[config.mk]
export PLATFORM = sky130hd
export DESIGN_NAME = bcd_to_bin_16bit
export DESIGN_NICKNAME = d
export VERILOG_FILES = /design/src/rtl/bcd_to_bin_16bit_pkg.sv /design/src/rtl/bcd_to_bin_16bit_sub3.sv /design/src/rtl/bcd_to_bin_16bit.sv
export SDC_FILE = /design/constraint.sdc
export NUM_CORES = 1
export LEC_CHECK = 0
export CORE_UTILIZATION = 49
export CTS_CLUSTER_DIAMETER = 150
export CTS_CLUSTER_SIZE = 25
export DETAILED_ROUTE_END_ITERATION = 7
export PLACE_DENSITY = 0.76
export RECOVER_POWER = 25
export SLEW_MARGIN = 20
export SYNTH_ARGS = -nofsm -noshare
export SYNTH_HDL_FRONTEND = slang
export SYNTH_SLANG_ARGS = --single-unit
[constraint.sdc]
create_clock -name clk -period 1.8 [get_ports clk]
set_input_delay 0.54 -clock clk [delete_from_list [all_inputs] [get_ports clk]]
set_output_delay 0.54 -clock clk [all_outputs]
set_load 0.03 [all_outputs]
[src/rtl/bcd_to_bin_16bit_pkg.sv]
// Shared definitions for the 5-digit BCD to 16-bit binary converter:
// state encoding, conversion constants and a digit-validity helper.
package bcd_to_bin_16bit_pkg;

    typedef enum logic [1:0] {
        IDLE  = 2'd0,
        SHIFT = 2'd1,
        DONE  = 2'd2
    } state_t;

    localparam int          SHIFT_COUNT = 17;
    localparam int          BCD_DIGITS  = 5;
    localparam int          BCD_W       = 4 * BCD_DIGITS;
    localparam int          RES_W       = 17;
    localparam int          CNT_W       = 5;
    localparam logic [15:0] SAT_VALUE   = 16'hFFFF;

    // True when any 4-bit digit of the packed BCD word is outside 0..9.
    function automatic logic bcd_word_invalid(input logic [BCD_W-1:0] word);
        logic bad;
        bad = 1'b0;
        for (int i = 0; i < BCD_DIGITS; i++) begin
            if (word[4*i +: 4] > 4'd9) begin
                bad = 1'b1;
            end else begin
                bad = bad;
            end
        end
        return bad;
    endfunction

endpackage

[src/rtl/bcd_to_bin_16bit_sub3.sv]
// Combinational BCD digit corrector for the right-shifting (reverse
// double-dabble) conversion: digits of 8 or more have 3 removed.
module bcd_to_bin_16bit_sub3 (
    input  logic [3:0] din,
    output logic [3:0] dout
);

    // A right shift that carries a 1 into a digit MSB adds 8 instead of 5.
    always_comb begin
        dout = din;
        if (din >= 4'd8) begin
            dout = din - 4'd3;
        end else begin
            dout = din;
        end
    end

endmodule

[src/rtl/bcd_to_bin_16bit.sv]
// Sequential 5-digit BCD to 16-bit binary converter: 17 shift steps,
// saturating result with overflow flag, and invalid-digit error path.
module bcd_to_bin_16bit
    import bcd_to_bin_16bit_pkg::*;
(
    input  logic        clk,
    input  logic        rst_n,
    input  logic        start,
    input  logic [3:0]  ten_thousands,
    input  logic [3:0]  thousands,
    input  logic [3:0]  hundreds,
    input  logic [3:0]  tens,
    input  logic [3:0]  units,
    output logic [15:0] B,
    output logic        busy,
    output logic        done,
    output logic        ovf,
    output logic        err
);

    state_t             state_r;
    state_t             state_s;
    logic [BCD_W-1:0]   bcd_r;
    logic [BCD_W-1:0]   bcd_shift_s;
    logic [BCD_W-1:0]   bcd_corr_s;
    logic [BCD_W-1:0]   bcd_in_s;
    logic [RES_W-1:0]   res_r;
    logic [RES_W-1:0]   res_next_s;
    logic [CNT_W-1:0]   cnt_r;
    logic               bad_s;
    logic               last_s;
    logic               accept_s;

    logic [15:0]        b_r;
    logic               busy_r;
    logic               done_r;
    logic               ovf_r;
    logic               err_r;
    logic [15:0]        b_s;
    logic               busy_s;
    logic               done_s;
    logic               ovf_s;
    logic               err_s;

    assign bcd_in_s    = {ten_thousands, thousands, hundreds, tens, units};
    assign bad_s       = bcd_word_invalid(bcd_in_s);
    assign accept_s    = (state_r == IDLE) && start && !bad_s;
    assign last_s      = (cnt_r == CNT_W'(SHIFT_COUNT - 1));
    assign bcd_shift_s = {1'b0, bcd_r[BCD_W-1:1]};
    assign res_next_s  = {bcd_r[0], res_r[RES_W-1:1]};

    for (genvar gi = 0; gi < BCD_DIGITS; gi++) begin : g_corr
        bcd_to_bin_16bit_sub3 u_sub3 (
            .din  (bcd_shift_s[4*gi +: 4]),
            .dout (bcd_corr_s[4*gi +: 4])
        );
    end

    // State register.
    always_ff @(posedge clk or negedge rst_n) begin
        if (!rst_n) begin
            state_r <= IDLE;
        end else begin
            state_r <= state_s;
        end
    end

    // Next-state logic; start only matters in IDLE.
    always_comb begin
        state_s = state_r;
        case (state_r)
            IDLE: begin
                if (start) begin
                    state_s = bad_s ? DONE : SHIFT;
                end else begin
                    state_s = IDLE;
                end
            end
            SHIFT: begin
                if (last_s) begin
                    state_s = DONE;
                end else begin
                    state_s = SHIFT;
                end
            end
            DONE:    state_s = IDLE;
            default: state_s = IDLE;
        endcase
    end

    // Next values of the registered outputs; results hold between conversions.
    always_comb begin
        b_s    = b_r;
        ovf_s  = ovf_r;
        err_s  = err_r;
        busy_s = (state_s != IDLE);
        done_s = (state_s == DONE);
        case (state_r)
            IDLE: begin
                if (start && bad_s) begin
                    b_s   = 16'h0000;
                    ovf_s = 1'b0;
                    err_s = 1'b1;
                end else begin
                    b_s   = b_r;
                end
            end
            SHIFT: begin
                if (last_s && res_next_s[RES_W-1]) begin
                    b_s   = SAT_VALUE;
                    ovf_s = 1'b1;
                    err_s = 1'b0;
                end else if (last_s) begin
                    b_s   = res_next_s[15:0];
                    ovf_s = 1'b0;
                    err_s = 1'b0;
                end else begin
                    b_s   = b_r;
                end
            end
            default: begin
                b_s = b_r;
            end
        endcase
    end

    // Conversion datapath: load on accepted start, shift-and-correct in SHIFT.
    always_ff @(posedge clk or negedge rst_n) begin
        if (!rst_n) begin
            bcd_r <= {BCD_W{1'b0}};
            res_r <= {RES_W{1'b0}};
            cnt_r <= {CNT_W{1'b0}};
        end else if (accept_s) begin
            bcd_r <= bcd_in_s;
            res_r <= {RES_W{1'b0}};
            cnt_r <= {CNT_W{1'b0}};
        end else if (state_r == SHIFT) begin
            bcd_r <= bcd_corr_s;
            res_r <= res_next_s;
            cnt_r <= cnt_r + {{(CNT_W-1){1'b0}}, 1'b1};
        end else begin
            bcd_r <= bcd_r;
            res_r <= res_r;
            cnt_r <= cnt_r;
        end
    end

    // Output registers.
    always_ff @(posedge clk or negedge rst_n) begin
        if (!rst_n) begin
            b_r    <= 16'h0000;
            busy_r <= 1'b0;
            done_r <= 1'b0;
            ovf_r  <= 1'b0;
            err_r  <= 1'b0;
        end else begin
            b_r    <= b_s;
            busy_r <= busy_s;
            done_r <= done_s;
            ovf_r  <= ovf_s;
            err_r  <= err_s;
        end
    end

    assign B    = b_r;
    assign busy = busy_r;
    assign done = done_r;
    assign ovf  = ovf_r;
    assign err  = err_r;

endmodule

* Word-level counts from Yosys, hierarchy flattened *
Cells that the tools add are included.

storage, ports and cells
  word-level logic and storage cells = 71
  flip-flop bits (word level) = 64
  input bits = 23
  output and inout bits = 20

cells by class
  order comparisons = 10
  eq/ne operators = 5
  add/sub/neg operators = 6
  mux-type cells = 31
  reduce and logical (&&, ||, !) cells = 10

operators by type and width
  cell                                                                number
  two-way mux 16 bit                                                  3
  two-way mux 20 bit                                                  2
  two-way mux 17 bit                                                  2
  case mux 16 bit (2 select lines)                                    1
  greater-than comparator 4 bit (second input constant)               5
  two-way mux 4 bit                                                   5
  greater-or-equal comparator 4 bit (second input constant)           4
  subtractor 4 x 2 -> 4 bit (second input constant)                   4
  two-way mux 1 bit                                                   10
  two-way mux 5 bit                                                   2
  two-way mux 2 bit                                                   3
  nonzero test 2 bit                                                  3
  adder 5 x 1 -> 5 bit (second input constant)                        1
  == test 5 bit (second input constant)                               1
  greater-or-equal comparator 3 x 4 -> 1 bit (second input constant)  1
  logical AND 1 bit                                                   4
  case mux 1 bit (2 select lines)                                     2
  case mux 2 bit (2 select lines)                                     1
  subtractor 3 x 2 -> 4 bit (second input constant)                   1
  inequality test 3 bit (second input constant)                       1
  AND reduction 3 bit                                                 1
  == test 2 x 1 -> 1 bit (second input constant)                      1
  == test 2 bit (second input constant)                               1
  logical NOT 2 bit                                                   1
  2 further kinds                                                     2

* Depth between registers and ports, before layout *
  depth after elaboration = 10
  mapped depth = 8
  mapped depth without buffers = 6

* Modules after synthesis *
From an unflattened synthesis, not the netlist that was laid out.

unflattened totals
  cells, all modules = 353
  area, all modules = 3,218.1 um2

by module, submodules not included
  module                 times used  cells an instance  area each (um2)  sequential area each (um2)
  bcd_to_bin_16bit       1           298                2,836.5          1,576.5
  bcd_to_bin_16bit_sub3  5           11                 76.3             0.0

* Worst setup path before layout *
OpenSTA, ideal clock, no wires.

  kind = input-to-reg
  from = in tens[2]
  to = reg bcd_r[0]
  stages = 5
  arrival = 1,817 ps
  path buffers = 1
  slack = -145 ps
  library setup time = 128 ps
  required time = 1,672 ps
  cell sequence = o21ai_0 nand2_1 nor3_4 buf_4 mux2_1

between the ends
  cells in the longest elaborated chain, start to end = 8
  elaborated cells between the ends (all ways) = 9
  those cells by class = order compare (1); mux (5); reduce/logical (3)

ends and longest elaborated chain
  what                                                             line                        text
  start, declared                                                  bcd_to_bin_16bit.sv:12      input logic [3:0] tens,
  greater-than comparator 4 bit (*)                                bcd_to_bin_16bit_pkg.sv:23  if (word[4*i +: 4] > 4'd9) begin
  two-way mux 1 bit (*) (4 in a row)                               bcd_to_bin_16bit_pkg.sv:23
  logical NOT 1 bit (*)                                            bcd_to_bin_16bit.sv:47      assign accept_s = (state_r == IDLE) && start && !bad_s;
  logical AND 1 bit (*)                                            bcd_to_bin_16bit.sv:47
  two-way mux 20 bit / nonzero test 2 bit (equally long branches)  -
  end signal, assigned                                             bcd_to_bin_16bit.sv:130     bcd_r <= {BCD_W{1'b0}};
  end signal, assigned                                             bcd_to_bin_16bit.sv:134     bcd_r <= bcd_in_s;
  end signal, assigned                                             bcd_to_bin_16bit.sv:138     bcd_r <= bcd_corr_s;
  end, declared                                                    bcd_to_bin_16bit.sv:23      logic [BCD_W-1:0] bcd_r;

Mark *: on every way between the ends. The rest lies on a longest branch, timed or not.
A chain may end at the register's enable or synchronous reset.

* Final worst setup path *
  from = reg state_r[0]
  to = reg bcd_r[5]

between the ends
  cells in the longest elaborated chain, start to end = 4
  elaborated cells between the ends (all ways) = 6
  those cells by class = eq/ne (1); mux (1); reduce/logical (4)

ends and longest elaborated chain
  what                                                             line                    text
  start, declared                                                  bcd_to_bin_16bit.sv:21  state_t state_r;
  start signal, assigned                                           bcd_to_bin_16bit.sv:64  state_r <= state_s;
  logical NOT 2 bit                                                bcd_to_bin_16bit.sv:47
  logical AND 1 bit (2 in a row)                                   bcd_to_bin_16bit.sv:47
  two-way mux 20 bit / nonzero test 2 bit (equally long branches)  -

Several ways; a longest one is shown, not always the timed one.

==> metrics <==
status=finished clean; IO Pins=43; Layout Skew=0.01162 ns; hold_buf cts=0; proportion of synthesized area in mux cells=0.05235; setup TNS=0 ns; Clock transition at path regs=0.07 ns; via-per-instance ratio=5.737; CTS buffer count=9; Max Fclk=0.5614 GHz; Clock Latency Late Sink=0.36 ns; H-tree levels=3; wire length per cell=17.30 um; n_diodes=0; sequential area share after synthesis=0.5114; worst ir drop on vdd=648.5 uV; final setup fails=0; Port Buffers=42; library cells used by synthesis=36; slowest cell delay on critical path=0.44 ns; Syn Nets=352; Synth Area in Adders=0.04058; via count=2765; Required @ worst endpoint=2.04 ns; register bit total from synthesis=63; vias in the first global route=2606; CTS tree=built; Final Critical Period=1.781 ns; first-iteration detailed-routing DRC count=218; worst endpoint data arrival time=2.02 ns; core area=5991 um2; gr ovfl total=0; GRT Util Overall=0.2661; kind of critical path=flop to flop; initial antenna violation count=0; Critical Path End Type=flop; Tightest Pin Transition=1.394 ns; CP Launch Type=flop; Die W=81.32 um; TritonCTS Sinks=63; Leak Pwr=0.002032 uW; Flop pwr share=0.445; CP max stage cell=or3b_4; Syn Inst Count=319; die extent in y=81.32 um; fin cells=482; crit-path cells=or3b_4 -> nor3_4 -> buf_6 -> buf_12 -> mux2_2; Synth Area in Compound Gates=0.1603; drt first pass iters=4; NumNets Final=435; P per Cell Area=1287 nW/um2; worst rel slew slack=0.07097; die area=6613 um2; Root Driver=clkbuf_8; dpl cells=447; crit-path max FO=5; RePlAce Congestion=0.7789; Hold WS=0.4753 ns; clk buf depth=2; maxcap violations=0; Initial Util=0.5146; switching share of total power=0.3725; layout cells sized above 1=0.2260; final period utilization=0.9895; DRC viols=0; P_sw=2034 uW; post-detail-place hpwl=4.911 mm; Row Count=28; Ys Warns=0; Max Slew Vio Count=0; Post-Synth Simple-Gate Area=0.1587; clock power share=0.212; cell-internal power=3426 uW; antenna viol nets, final=0; first-pass GRT wire length=12.91 mm; largest net degree at the start of global routing=64; Layout area overhead=37.66%; syn avg cell area=9.664 um2; Post-Syn Area=3083 um2; Hold WC Path Type=flop to flop; final number of hold-violating endpoints=0; largest family of logic cells by synthesized area=compound AO/OA/AOI/OAI gates; Layout fillers=444; WL final=8.337 mm; Post-Synth XOR/XNOR Area=0.03125; Gate power share=0.343
-- metal layers --
layer / GRT usage / wire (um) / vias up
li1: - / - / 1267
met1: 0.3565 / 3428 / 1351
met2: 0.4092 / 4103 / 124
met3: 0.05281 / 568 / 23
met4: 0.1304 / 236 / 0
met5: 0 / 0 / -
-- power by group through the flow --
stage / clock (uW) / sequential (uW) / combinational (uW)
finish: 1160 / 2430 / 1870
global route: 1230 / 2500 / 2070
CTS: 1160 / 2400 / 1820
detailed placement: 0 / 2430 / 1760
global placement: 0 / 2400 / 1670
floorplan: 0 / 2430 / 1100
-- cells in the mapped netlist --
cell type	instances	share of area
nor2b_1	5	0.010
nand3_1	8	0.013
a31oi_2	1	0.0041
a21o_1	1	0.0024
a221o_1	4	0.013
xor2_1	3	0.0085
nor4_1	6	0.012
nand2_1	67	0.082
a21oi_2	2	0.0057
and3_1	1	0.0020
ha_1	10	0.041
inv_1	10	0.012
dfrtp_1	63	0.51
buf_4	4	0.0097
nand4_1	2	0.0041
mux2_2	3	0.011
mux2i_1	6	0.019
o21bai_1	1	0.0024
mux2_1	6	0.022
clkbuf_1	5	0.0061
a21oi_1	10	0.016
o31ai_1	15	0.037
nor3_4	1	0.0053
o21ai_1	1	0.0016
buf_2	7	0.011
o2111ai_1	1	0.0028
a31oi_1	10	0.020
o21ai_0	34	0.055
or3b_1	1	0.0028
nor2_1	14	0.017
xnor2_1	8	0.023
and3b_1	1	0.0028
nand2b_1	1	0.0020
or2_1	1	0.0020
nand4bb_1	1	0.0037
buf_1	5	0.0061
-- cell families after synthesis --
family	count (synthesis)
AOI/OAI and AO/OA	80
xor gates and xnor gates	11
adders and majority gates	10
buffers and inverters	31
DFF	63
muxes	15
and+or+nand+nor	109
-- timing repair --
| action | in CTS | in global routing |
|---|---|---|
| gates cloned | 3 | 0 |
| pin swaps | 7 | 5 |
| endpoints found under the hold margin | 0 | 0 |
| buffers inserted | 12 | 4 |
| resized for setup | 43 | 9 |
| endpoints found under the setup margin | 76 | 31 |
-- state kept, by name, indices dropped and copies added, names as in the netlist --
| name | flops |
|---|---|
| cnt_r | 5 |
| ovf | 1 |
| done | 1 |
| bcd_r | 20 |
| res_r | 16 |
| err | 1 |
| state_r | 2 |
| busy | 1 |
| B | 16 |
-- cell type report --
| type | count | area [um2] | area share |
|---|---|---|---|
| clock buffers | 11 | 151.4 | 0.03567 |
| clock inverters | 5 | 32.53 | 0.007665 |
| inverters | 10 | 37.54 | 0.008844 |
| multi-input cells | 225 | 1440 | 0.3393 |
| flip-flops and latches | 63 | 1577 | 0.3715 |
| well taps | 75 | 93.84 | 0.02211 |
| repair buffers | 93 | 912.1 | 0.2149 |
-- cell usage in the layout (no fill, tap or decap), types with 8 or more instances in the layout --
| cell type | instances |
|---|---|
| buf_4 | 39 |
| dlygate4sd2_1 | 30 |
| clkbuf_8 | 11 |
| ha_1 | 10 |
| xnor2_1 | 8 |
| a31oi_1 | 10 |
| inv_1 | 10 |
| nor2_1 | 14 |
| o31ai_1 | 15 |
| a21oi_1 | 10 |
| o21ai_0 | 29 |
| dfrtp_1 | 63 |
| nand2_1 | 66 |
-- worst max-delay path: cells and delay by family, from the launching register on --
| family | cells | cell delay [ns] |
|---|---|---|
| buffers and inverters | 2 | 0.27 |
| and+or+nand+nor | 2 | 0.66 |
| muxes | 1 | 0.32 |
| DFF | 1 | 0.41 |
-- path summary, 6_finish.rpt --
check	from	endpoint	slack, ns	cells past startpoint
setup reg to reg	state_r[0]	bcd_r[5]	0.02	5
hold reg to reg	err	err	0.48	2
setup / recovery	state_r[0]	bcd_r[5]	0.02	5
max in group asynchronous	rst_n	bcd_r[1]	0.36	2
min in group asynchronous	rst_n	bcd_r[11]	0.58	2
hold / removal	err	err	0.48	2
-- per-stage QoR --
stage	utilization	power, uW	worst slack (ns)	cell area, um2
after floorplan	-	3529	-0.03495	3119
after global placement	0.6372	4072	-0.5020	3817
after detailed placement	0.6372	4189	-0.5286	3817
after CTS	0.7005	5378	0.002110	4197
after global routing	0.7084	5804	-0.05698	4244
final	0.7084	5460	0.01884	4244
Note: power is estimated with default switching activity, not from simulation.
